==> src/rtl/gnn_pkg.sv <==
// Shared sizes, state encoding and weight word indices for the GNN input loader.
// Optional feature macro: GNN_LOADER_WEIGHT_KEEP_EN (feature-only frames).
package gnn_pkg;

  localparam int DW        = 5;
  localparam int NFEAT     = 16;
  localparam int NWGT      = 24;
  localparam int FRAME_LEN = NFEAT + NWGT;
  localparam int CW        = 6;

  typedef enum logic [1:0] {
    LOAD,
    FIRE,
    WAIT
  } loader_state_t;

  // Frame word index of each named weight
  localparam int W04_IDX = NFEAT + 0;
  localparam int W14_IDX = NFEAT + 1;
  localparam int W24_IDX = NFEAT + 2;
  localparam int W34_IDX = NFEAT + 3;
  localparam int W05_IDX = NFEAT + 4;
  localparam int W15_IDX = NFEAT + 5;
  localparam int W25_IDX = NFEAT + 6;
  localparam int W35_IDX = NFEAT + 7;
  localparam int W06_IDX = NFEAT + 8;
  localparam int W16_IDX = NFEAT + 9;
  localparam int W26_IDX = NFEAT + 10;
  localparam int W36_IDX = NFEAT + 11;
  localparam int W07_IDX = NFEAT + 12;
  localparam int W17_IDX = NFEAT + 13;
  localparam int W27_IDX = NFEAT + 14;
  localparam int W37_IDX = NFEAT + 15;
  localparam int W48_IDX = NFEAT + 16;
  localparam int W58_IDX = NFEAT + 17;
  localparam int W68_IDX = NFEAT + 18;
  localparam int W78_IDX = NFEAT + 19;
  localparam int W49_IDX = NFEAT + 20;
  localparam int W59_IDX = NFEAT + 21;
  localparam int W69_IDX = NFEAT + 22;
  localparam int W79_IDX = NFEAT + 23;

endpackage

==> src/rtl/gnn_done_tracker.sv <==
// Sticky OR of the per-node output-ready flags during WAIT,
// all-seen detect and WAIT-cycle timeout (TIMEOUT=0 disables).
module gnn_done_tracker
  import gnn_pkg::*;
#(
  parameter int TIMEOUT = 64
) (
  input  logic       clk,
  input  logic       rst_n,
  input  logic       clr,
  input  logic       en,
  input  logic [7:0] done_i,
  output logic       all_seen,
  output logic       timeout
);

  localparam int TW = (TIMEOUT > 1) ? $clog2(TIMEOUT) : 1;
  localparam logic [TW-1:0] LAST = TW'(TIMEOUT - 1);

  logic [7:0]    done_seen;
  logic [TW-1:0] wcnt;

  always_ff @(posedge clk) begin
    if (!rst_n || clr) begin
      done_seen <= '0;
      wcnt      <= '0;
    end else if (en) begin
      done_seen <= done_seen | done_i;
      wcnt      <= wcnt + 1'b1;
    end
  end

  assign all_seen = en && ((done_seen | done_i) == 8'hFF);
  assign timeout  = en && (TIMEOUT != 0) && (wcnt == LAST);

endmodule

==> src/rtl/gnn_input_loader.sv <==
// Frame loader: shadow-buffers one frame of words, publishes it with in_ready.
// Optional macro GNN_LOADER_WEIGHT_KEEP_EN enables feature-only frames.
module gnn_input_loader
  import gnn_pkg::*;
#(
  parameter int TIMEOUT = 64
) (
  input  logic                  clk,
  input  logic                  rst_n,
  input  logic                  s_valid,
  output logic                  s_ready,
  input  logic [DW-1:0]         s_data,
  input  logic                  feat_only,
  output logic [NFEAT*DW-1:0]   feat_o,
  output logic [NWGT*DW-1:0]    wgt_o,
  output logic                  in_ready,
  input  logic [7:0]            done_i,
  output logic                  busy,
  output logic                  err
);

  loader_state_t state_q, state_d;

  logic [CW-1:0] cnt;
  logic [DW-1:0] shadow [FRAME_LEN];
  logic          fo;
  logic          acc;
  logic          last;
  logic          all_seen;
  logic          tmo;

`ifdef GNN_LOADER_WEIGHT_KEEP_EN
  logic fo_q;

  always_ff @(posedge clk) begin
    if (!rst_n)
      fo_q <= 1'b0;
    else if (acc && cnt == '0)
      fo_q <= feat_only;
  end

  assign fo = (cnt == '0) ? feat_only : fo_q;
`else
  logic unused_feat_only;

  assign unused_feat_only = feat_only;
  assign fo = 1'b0;
`endif

  assign s_ready  = rst_n && (state_q == LOAD);
  assign acc      = s_valid && s_ready;
  assign last     = cnt == (fo ? CW'(NFEAT - 1) : CW'(FRAME_LEN - 1));
  assign in_ready = state_q == FIRE;
  assign busy     = state_q != LOAD;

  gnn_done_tracker #(
    .TIMEOUT (TIMEOUT)
  ) u_done (
    .clk      (clk),
    .rst_n    (rst_n),
    .clr      (state_q == FIRE),
    .en       (state_q == WAIT),
    .done_i   (done_i),
    .all_seen (all_seen),
    .timeout  (tmo)
  );

  always_comb begin
    state_d = state_q;
    unique case (1'b1)
      state_q == LOAD: if (acc && last) state_d = FIRE;
      state_q == FIRE: state_d = WAIT;
      state_q == WAIT: if (all_seen || tmo) state_d = LOAD;
      default:         state_d = LOAD;
    endcase
  end

  always_ff @(posedge clk) begin
    if (acc)
      shadow[cnt] <= s_data;
  end

  // The last word bypasses the shadow so the publish happens on its own edge
  always_ff @(posedge clk) begin
    if (!rst_n) begin
      state_q <= LOAD;
      cnt     <= '0;
      feat_o  <= '0;
      wgt_o   <= '0;
      err     <= 1'b0;
    end else begin
      state_q <= state_d;
      if (tmo && !all_seen)
        err <= 1'b1;
      if (acc) begin
        cnt <= last ? '0 : cnt + 1'b1;
        if (last) begin
          for (int i = 0; i < NFEAT; i++)
            feat_o[i*DW +: DW] <= (cnt == CW'(i)) ? s_data : shadow[i];
          if (!fo)
            for (int i = 0; i < NWGT; i++)
              wgt_o[i*DW +: DW] <= (cnt == CW'(NFEAT + i)) ? s_data
                                                            : shadow[NFEAT + i];
        end
      end
    end
  end

endmodule
==> config.mk <==
export PLATFORM = sky130hd
export DESIGN_NAME = gnn_input_loader
export DESIGN_NICKNAME = d
export VERILOG_FILES = /design/src/rtl/gnn_pkg.sv /design/src/rtl/gnn_done_tracker.sv /design/src/rtl/gnn_input_loader.sv
export SDC_FILE = /design/constraint.sdc
export NUM_CORES = 1
export LEC_CHECK = 0
export BUFFER_PORTS_ARGS = -buffer_cell sky130_fd_sc_hd__buf_2
export CAP_MARGIN = 40
export CORE_ASPECT_RATIO = 0.6
export CORE_MARGIN = 2
export CORE_UTILIZATION = 34
export DETAILED_ROUTE_END_ITERATION = 10
export SYNTH_ARGS = -nofsm -noshare
export SYNTH_HDL_FRONTEND = slang
export SYNTH_SLANG_ARGS = --single-unit
==> constraint.sdc <==
create_clock -name clk -period 2.05 [get_ports clk]
set_input_delay 0.615 -clock clk [delete_from_list [all_inputs] [get_ports clk]]
set_output_delay 0.615 -clock clk [all_outputs]
set_load 0.02 [all_outputs]
After elaboration in Yosys (flattened, before gate mapping)
Memories as Yosys holds them, arrays and structs flattened. A register that Yosys moved wholly into a read port is not among the register bits.
Index checks and enable logic that the tools add are counted.
- flip-flop bits (word level): 143
- bits in writable memories: 200
- bits of input ports: 17
- memories kept: 1
- memories (memory ; depth ; width ; rd ports ; clocked after Yosys merged registers in ; wr ports ; RTL line ; RTL):
    shadow ; 40 ; 5 ; 39 ; 39 ; 1 ; gnn_input_loader.sv:25 ; logic [DW-1:0] shadow [FRAME_LEN];
- $add $sub $neg: 2
- equal/unequal tests: 30
- multiplexer cells: 29
- bitwise gates (word level): 1
- reduce and logical (&&, ||, !) cells: 53
- operators by type and width (cell ; number):
    $mux 5 ; 23
    $eq 6x5->1 const B ; 16
    $eq 6x6->1 const B ; 9
    $logic_not 1->1 ; 41
    $add 6x1->6 const B ; 2
    $eq 8x8->1 const B ; 1
    $or 8x8->8 ; 1
    $logic_and 1x1->1 ; 6
    $mux 6 ; 1
    $pmux 2 s3 ; 1
    $mux 2 ; 2
    $reduce_and 2->1 ; 2
    $eq 2x1->1 const B ; 1
    $eq 2x2->1 const B ; 1
    $logic_not 2->1 ; 1
    $logic_or 1x1->1 ; 2
    $mux 1 ; 2
    $ne 2x1->1 const B ; 1
    $ne 2x2->1 const B ; 1
    $reduce_bool 2->1 ; 1

Longest topological paths before layout
Gate-level depths: netlist of the first run.
- word-level depth: 6
- depth in mapped cells: 7
- depth with buffers taken out: 4

By module
From an unflattened synthesis of the first run, not the netlist that was laid out.
- cells, all modules: 1255
- area, all modules: 14853.0 sq um
- modules (own cells, without submodules) (module ; instances ; cells each ; area each (sq um) ; seq. area each (sq um)):
    gnn_input_loader ; 1 ; 1193 ; 14310.0 ; 10039.6
    gnn_done_tracker ; 1 ; 62 ; 543.0 ; 280.3

Worst setup path after synthesis of the first run
OpenSTA, ideal clock, no wires.
- path kind: input to register
- from: input rst_n
- to: memory shadow[31][0] (enable)
- setup time: 0.340 ns
- arrival time: 1.777 ns
- required time: 1.710 ns
- path slack: -0.067 ns
- cell stages on the path: 6
- buffers on the path: 3
- cells stage by stage: buf_2 nand4bb_1 clkbuf_1 clkbuf_1 or2_2 nor2_1
- word-level cells in the longest chain between the ends: 4
- ends and longest elaborated chain (item ; RTL line ; RTL):
    from (decl) ; gnn_input_loader.sv:9 ; input logic rst_n,
    $logic_and 1x1->1 ; gnn_input_loader.sv:50 ; assign s_ready = rst_n && (state_q == LOAD);
    $logic_and 1x1->1 ; gnn_input_loader.sv:51 ; assign acc = s_valid && s_ready;
    $mux 1 ; gnn_input_loader.sv:79 ; if (acc)
    $mux 1 (not written as such) ; gnn_input_loader.sv:80 ; shadow[cnt] <= s_data;
    to (decl) ; gnn_input_loader.sv:25 ;
Every way passes these cells.

Worst setup path in the final report of the first run
- from: register state_q[0]
- to: output s_ready
- word-level cells in the longest chain between the ends: 2
- ends and longest elaborated chain (item ; RTL line ; RTL):
    from (decl) ; gnn_input_loader.sv:22 ; loader_state_t state_q, state_d;
    from (signal assigned) ; gnn_input_loader.sv:92 ; state_q <= state_d;
    $logic_not 2->1 ; gnn_input_loader.sv:50 ;
    $logic_and 1x1->1 ; gnn_input_loader.sv:50 ;
    to (decl) ; gnn_input_loader.sv:11 ; output logic s_ready,
Every way passes these cells.

==> results of run 1 <==
kinds of logic after synthesis:
kind of cell | share of synthesized area
and+or+nand+nor | 0.110
xor gates and xnor gates | 0.00163
AOI/OAI and AO/OA | 0.197
buffers and inverters | 0.0486
DFF | 0.641
adders and majority gates | 0.00155
muxes | 0.000622
routing by layer:
layer  global-route usage  vias up  part of all wire
li1                     -     5584                 -
met1                0.278     6179              0.47
met2                0.275      340              0.44
met3               0.0476       48             0.074
met4               0.0384        0             0.015
met5                    0        -                 0
power by group through the flow:
stage | Combinational [W] | Clock [W] | Sequential, W
after detailed placement | 0.000480 | 0 | 0.00892
after global placement | 0.000473 | 0 | 0.00892
after global routing | 0.000517 | 0.00861 | 0.00873
after CTS | 0.000482 | 0.00825 | 0.00874
after floorplan | 0.000226 | 0 | 0.00892
final | 0.000482 | 0.00807 | 0.00874
cell usage in the layout, fill, tap and decap left out, types with 2 or more instances in the layout:
| cell type | n |
|---|---|
| inv_6 | 2 |
| xnor2_1 | 2 |
| nor2_1 | 52 |
| bufinv_16 | 4 |
| a21oi_1 | 214 |
| clkbuf_8 | 5 |
| o22ai_1 | 4 |
| dfxtp_1 | 221 |
| or4_1 | 3 |
| ha_1 | 2 |
| nand4_1 | 200 |
| nand3_1 | 6 |
| edfxtp_1 | 195 |
| nand4b_1 | 2 |
| o31ai_2 | 100 |
| nor3_1 | 2 |
| nand3b_1 | 7 |
| or3_1 | 6 |
| clkinv_1 | 3 |
| buf_4 | 76 |
| clkinv_2 | 4 |
| inv_1 | 4 |
| o21ai_0 | 4 |
| nand2b_1 | 2 |
| buf_2 | 217 |
| dfxtp_4 | 2 |
| clkbuf_16 | 46 |
| nor2b_1 | 3 |
| o31ai_1 | 105 |
| clkbuf_1 | 13 |
| buf_12 | 27 |
| nand2_1 | 9 |
how the worst min path moves through the flow:
stage / start / endpoint / slack [ns] / cells past startpoint
global route: done_i[6] / u_done.done_seen[6] / 0.32 / 3
finish: done_i[5] / u_done.done_seen[5] / 0.32 / 3
CTS: done_i[5] / u_done.done_seen[5] / 0.28 / 3
global placement: u_done.done_seen[4] / u_done.done_seen[4] / 0.45 / 2
floorplan: u_done.done_seen[1] / u_done.done_seen[1] / 0.44 / 2
detailed placement: wgt_o[87] / wgt_o[87] / 0.46 / 2
registers in the layout (all words and copies together), names as in the netlist:
| signal | flops |
|---|---|
| shadow | 195 |
| cnt | 6 |
| feat_o | 80 |
| state_q | 2 |
| wgt_o | 120 |
| u_done.done_seen | 8 |
| u_done.wcnt | 6 |
| err | 1 |
metrics by stage:
stage               total power, W   util
finish                      0.0173  0.426
global route                0.0179  0.426
CTS                         0.0175  0.426
detailed placement         0.00940  0.394
global placement           0.00940  0.394
floorplan                  0.00915      -
final cells by class:
cell class	count	area [sq um]
fillers	4405	26700
well taps	630	788
inverters	5	23.8
clock inverters	14	174
clock buffers	64	1270
repair buffers	321	2210
flip-flops and latches	418	10300
multi-input cells	739	5050
timing repair:
item / in CTS / in global routing
pin swaps: 1 / 3
buffers inserted: 4 / 2
gates resized for setup: 7 / 5
hold endpoints to repair: 0 / 0
endpoints found under the setup margin: 3 / 12
worst register-to-register path: stages, from the launching register on:
cell and delay, ns:
dfxtp_4 0.36, buf_4 0.13, and4bb_4 0.44, nand4b_1 0.30, nor2_2 0.29, buf_4 0.17
==> impl_results.md, run 1 <==
- Tcrit/Tclk final: 0.966
- Sw Pwr: 0.00366 W
- Seq cells post-synth: between 400 and 500
- Clock transition at path regs: ~0.070 ns
- Top-area cell type share of the netlist area: 0.364
- Hold Buf Count CTS: 0
- Buf/Inv on CP: 1
- Max Fanout on Critical Path: 4
- TNS Setup: 0 ns
- R2R Path End: shadow[22][2]
- Worst Path Class, Setup: reg -> out
- 1st-iter DRT viols: 947
- CP max-delay cell: dfxtp_4
- Vias in the first global route: 11.7k
- Crit path launch: state_q[0]
- Remaining Overflow, GRT: 0
- Vias per inst: 5.55
- First-pass GRT wire length: approximately 73000 um
- Die Y-Extent: 173 um
- Top-Level Pins: 221
- HP Class: in -> reg
- Clk buf depth: 3
- CORE AREA: around 0.047 sq mm
- H-tree depth: 2
- Top cell type by total area after synthesis: edfxtp_1
- Die width: 285 um
- DRC: 0
- DP Cell Count: 2107
- Worst setup margin: 0.0692 ns
- DP HPWL: 29100 um
- CTS tree: done
- Clock Power Share: 0.467
- DIE AREA: 0.0492 sq mm
- Reg2reg path depth: 5
- Antenna Violating Nets Remaining: 0
- Placed instance area: 0.0183 sq mm
- Min cycle time layout: 1.98 ns
- Flop pwr share: 0.505
- Worst skew pair latency: around 0.54 ns
- P_leak: between 6 and 7 nW
- DRT Pass-1 Iters: 6
- IO Port Bufs: 219
- Kind of end point of the critical path: output pin
- Max-slew violations: 0
- Post-synth ARST share: 0
- Seq/Total Area, Yosys: 0.641
- Ant. Diodes: 0
- Vias: 12.2k
- Top cells by area, synth: edfxtp_1 (36%), dfxtp_1 (28%), nand4_1 (7.8%), o31ai_2 (7.8%), a21oi_1 (6.7%)
- Final Instance Area: 0.0198 sq mm
- Power density over cell area: 871 mW/mm^2
- Combinational Power Share: 0.028
- Total CTS buffers: 42
- GRT Total Usage: 0.187
- Unrepaired setup endpoints after global routing: false
- Syn Area/Cell: 12.1 sq um
- Root Driver: clkbuf_16
- Clk sink count: ~420
- Top Family by Delay on Critical Path: flip-flops
- Post-synth EDFFs: 195
- Final WL: between 40000 and 50000 um
- Crit path capture: s_ready
- Layout cell share with drive strength beyond 1: 0.318
- Crit start category: flip-flop
- Starting density of the core: 0.346
- Worst vdd ir: 0.000520 V
- Synth unique cells: 37
- CP max stage delay: 0.36 ns
- Post-synth top flop: dfxtp_1
- Pint: about 0.014 W
- Row cnt: 61
- Synth Cell Area: 0.0161 sq mm
- Initial antenna violation count: 0
- Clk_skew: approximately 0.019 ns
- Max-Cap Viols: 0
- Place WS: -0.174 ns
- Worst-Margin Slew: 0.642 ns
- Non-filler cells, final: 2191
- Status: complete, no violations
- CP cell instances: or2_4, nor2_4, buf_6
- Setup-failing EPs final: 0
- Count leader, synth: dfxtp_1
- Flop2flop setup slack: 0.07 ns
- Top cells by count, synth: dfxtp_1 (223), a21oi_1 (214), nand4_1 (200)
- CP required: 1.43 ns
- Hold_ws: 0.316 ns
- Net Sw Frac: 0.212
- DR WL/cell: between 20 and 25 um
- Ys Warns: 0
- GP Congestion: between 0.7 and 0.8
- Worst r2r src: state_q[0]
- Layout Area Growth over Synthesis: 23.2%
- Final #Nets: 1546
- Slew HR: 0.572
- Achievable Freq: 0.505 GHz
- Arr. time, crit path: 1.37 ns
- Post-Syn Instances: around 1.3k
- Syn Nets: 1348
- Hold Vio Cnt, Final: 0
- Stages on worst setup path: 3
- Largest net degree at the start of global routing: 105
(Power assumes the default switching activity.)
==> inputs of run 2 (changes only) <==
--- a/config.mk
+++ b/config.mk
@@ -11,6 +11,7 @@
 export CORE_MARGIN = 2
 export CORE_UTILIZATION = 34
 export DETAILED_ROUTE_END_ITERATION = 10
+export PLACE_DENSITY = 0.54
 export SYNTH_ARGS = -nofsm -noshare
 export SYNTH_HDL_FRONTEND = slang
 export SYNTH_SLANG_ARGS = --single-unit
==> impl_results.md, run 2 (synthesized netlist as in run 1, its figures left out) <==
- Status: complete, no violations
- HP Class: in -> reg
- Root Driver: clkbuf_16
- Biggest register: shadow
- Worst-Margin Slew: 0.796 ns (+0.154 ns)
- Hold Buf Count CTS: 0 (unchanged)
- Min cycle time layout: 2.00 ns (+0.0159 ns)
- Most common cell after layout, fill and taps aside: dfxtp_1
- Worst skew pair latency: 0.54 ns (about the same)
- Max Fanout on Critical Path: 8 (+4)
- Final WL: 48000 um (+0.56%)
- Power density over cell area: 849 mW/mm^2 (-2.5%)
- Max-slew violations: 0 (unchanged)
- Clk buf depth: 3 (unchanged)
- DR WL/cell: 21.9 um (+0.28%)
- DIE AREA: 0.0492 sq mm (unchanged)
- Worst vdd ir: 0.000509 V (-2.2%)
- Vias per inst: 5.49 (-1.1%)
- Layout cell share with drive strength beyond 1: 0.322 (+0.00325)
- GRT Total Usage: 0.190 (+0.00293)
- Hold Vio Cnt, Final: 0 (unchanged)
- Ant. Diodes: 0 (unchanged)
- 1st-iter DRT viols: 921 (-2.7%)
- Clock Power Share: 0.452 (-0.015)
- First-pass GRT wire length: 73200 um (+0.84%)
- Tcrit/Tclk final: 0.974 (+0.00773)
- Die width: 285 um (unchanged)
- P_leak: 6.78 nW (+0.15%)
- Crit path launch: state_q[0]
- Vias: 12.1k (-0.80%)
- H-tree depth: 2 (unchanged)
- Pint: 0.0132 W (-3.0%)
- Flop pwr share: 0.519 (+0.014)
- Layout Area Growth over Synthesis: 23.2% (about the same)
- Starting density of the core: 0.346 (unchanged)
- Clk sink count: 418 (unchanged)
- DRC: 0 (unchanged)
- Remaining Overflow, GRT: 0 (unchanged)
- DP Cell Count: 2115 (+0.38%)
- Crit start category: flip-flop
- Die Y-Extent: 173 um (unchanged)
- Combinational Power Share: 0.029 (about the same)
- Place WS: -0.197 ns (-0.0228 ns)
- R2R Path End: shadow[5][2]
- Crit path capture: s_ready
- Kind of end point of the critical path: output pin
- Total CTS buffers: 41 (-2.4%)
- Worst setup margin: 0.0534 ns (-0.0159 ns)
- Setup-failing EPs final: 0 (unchanged)
- IO Port Bufs: 219 (unchanged)
- Worst r2r src: state_q[1]
- TNS Setup: 0 ns (unchanged)
- DP HPWL: 30100 um (+3.1%)
- Arr. time, crit path: 1.38 ns (about the same)
- Clk_skew: 0.0144 ns (-0.00474 ns)
- Max-Cap Viols: 0 (unchanged)
- Vias in the first global route: 11.7k (-0.017%)
- Top-Level Pins: 221 (unchanged)
- GP Congestion: 0.772 (about the same)
- Sw Pwr: 0.00363 W (-0.70%)
- Unrepaired setup endpoints after global routing: false
- Initial antenna violation count: 1 (+1)
- Row cnt: 61 (unchanged)
- Net Sw Frac: 0.216 (+0.00402)
- Flop2flop setup slack: 0.15 ns (+0.08 ns)
- Final #Nets: 1553 (+0.45%)
- Max reg flops: 195 (unchanged)
- Most frequent cells in the layout: dfxtp_1 (221), buf_2 (217), a21oi_1 (214)
- Clock transition at path regs: 0.07 ns (about the same)
- CP required: 1.43 ns (about the same)
- Antenna Violating Nets Remaining: 0 (unchanged)
- DRT Pass-1 Iters: 6 (unchanged)
- Registers with the most flip-flops: shadow: 195 flops, wgt_o: 120 flops, feat_o: 80 flops
- Slew HR: 0.470 (-0.103)
- End-of-flow core utilization: 0.426 (about the same)
- CORE AREA: 0.0466 sq mm (unchanged)
- Worst Path Class, Setup: reg -> out
- Largest net degree at the start of global routing: 137 (+30%)
- Reg2reg path depth: 6 (+1)
- Achievable Freq: 0.501 GHz (-0.79%)
- Non-filler cells, final: 2197 (+0.27%)
- CTS tree: done
run 2: stage by stage:
stage	power [W]	cell area (sq um)	hold slack, ns
4_1_cts	0.0170	19800	0.291
2_1_floorplan	0.00915	16100	0.437
3_5_place_dp	0.00941	18400	0.459
5_1_grt	0.0174	19800	0.311
3_3_place_gp	0.00940	18400	0.451
6_report	0.0168	19800	0.323
run 2: power groups by stage:
stage          combinational (W)  clock (W)  sequential (W)
6_report                0.000486    0.00762         0.00874
2_1_floorplan           0.000226          0         0.00892
5_1_grt                 0.000523    0.00816         0.00873
4_1_cts                 0.000490    0.00781         0.00874
3_3_place_gp            0.000482          0         0.00892
3_5_place_dp            0.000488          0         0.00892
run 2: how the worst min path moves through the flow:
stage | start | endpoint | depth (start not counted)
detailed placement | wgt_o[35] | wgt_o[35] | 2
finish | done_i[0] | u_done.done_seen[0] | 3
global placement | u_done.done_seen[2] | u_done.done_seen[2] | 2
floorplan | u_done.done_seen[1] | u_done.done_seen[1] | 2
global route | done_i[0] | u_done.done_seen[0] | 3
CTS | done_i[0] | u_done.done_seen[0] | 3
run 2: layout make-up:
class / count / area (sq um)
Fill cell: 4404 / 26700
Inverter: 5 / 23.8
Sequential cell: 418 / 10300
Clock inverter: 16 / 109
Timing Repair Buffer: 329 / 2290
Multi-Input combinational cell: 739 / 5040
Clock buffer: 60 / 1250
Tap cell: 630 / 788
run 2: worst max-delay path, stage by stage, from the launching register on:
cell     delay [ns]
dfxtp_4        0.37
or2_4          0.24
nor2_2         0.10
buf_4          0.14
run 2: repair_timing:
action                     in CTS  in global routing
setup endpoints to repair       3                 16
buffers inserted                3                  3
pin swaps                       1                  1
hold endpoints to repair        0                  0
resized for setup               6                  4
run 2: routing by layer:
metal	GRT usage	share of wire	vias up
li1	-	-	5607
met1	0.284	0.49	6110
met2	0.285	0.44	297
met3	0.0438	0.063	40
met4	0.0305	0.011	0
met5	0	0	-
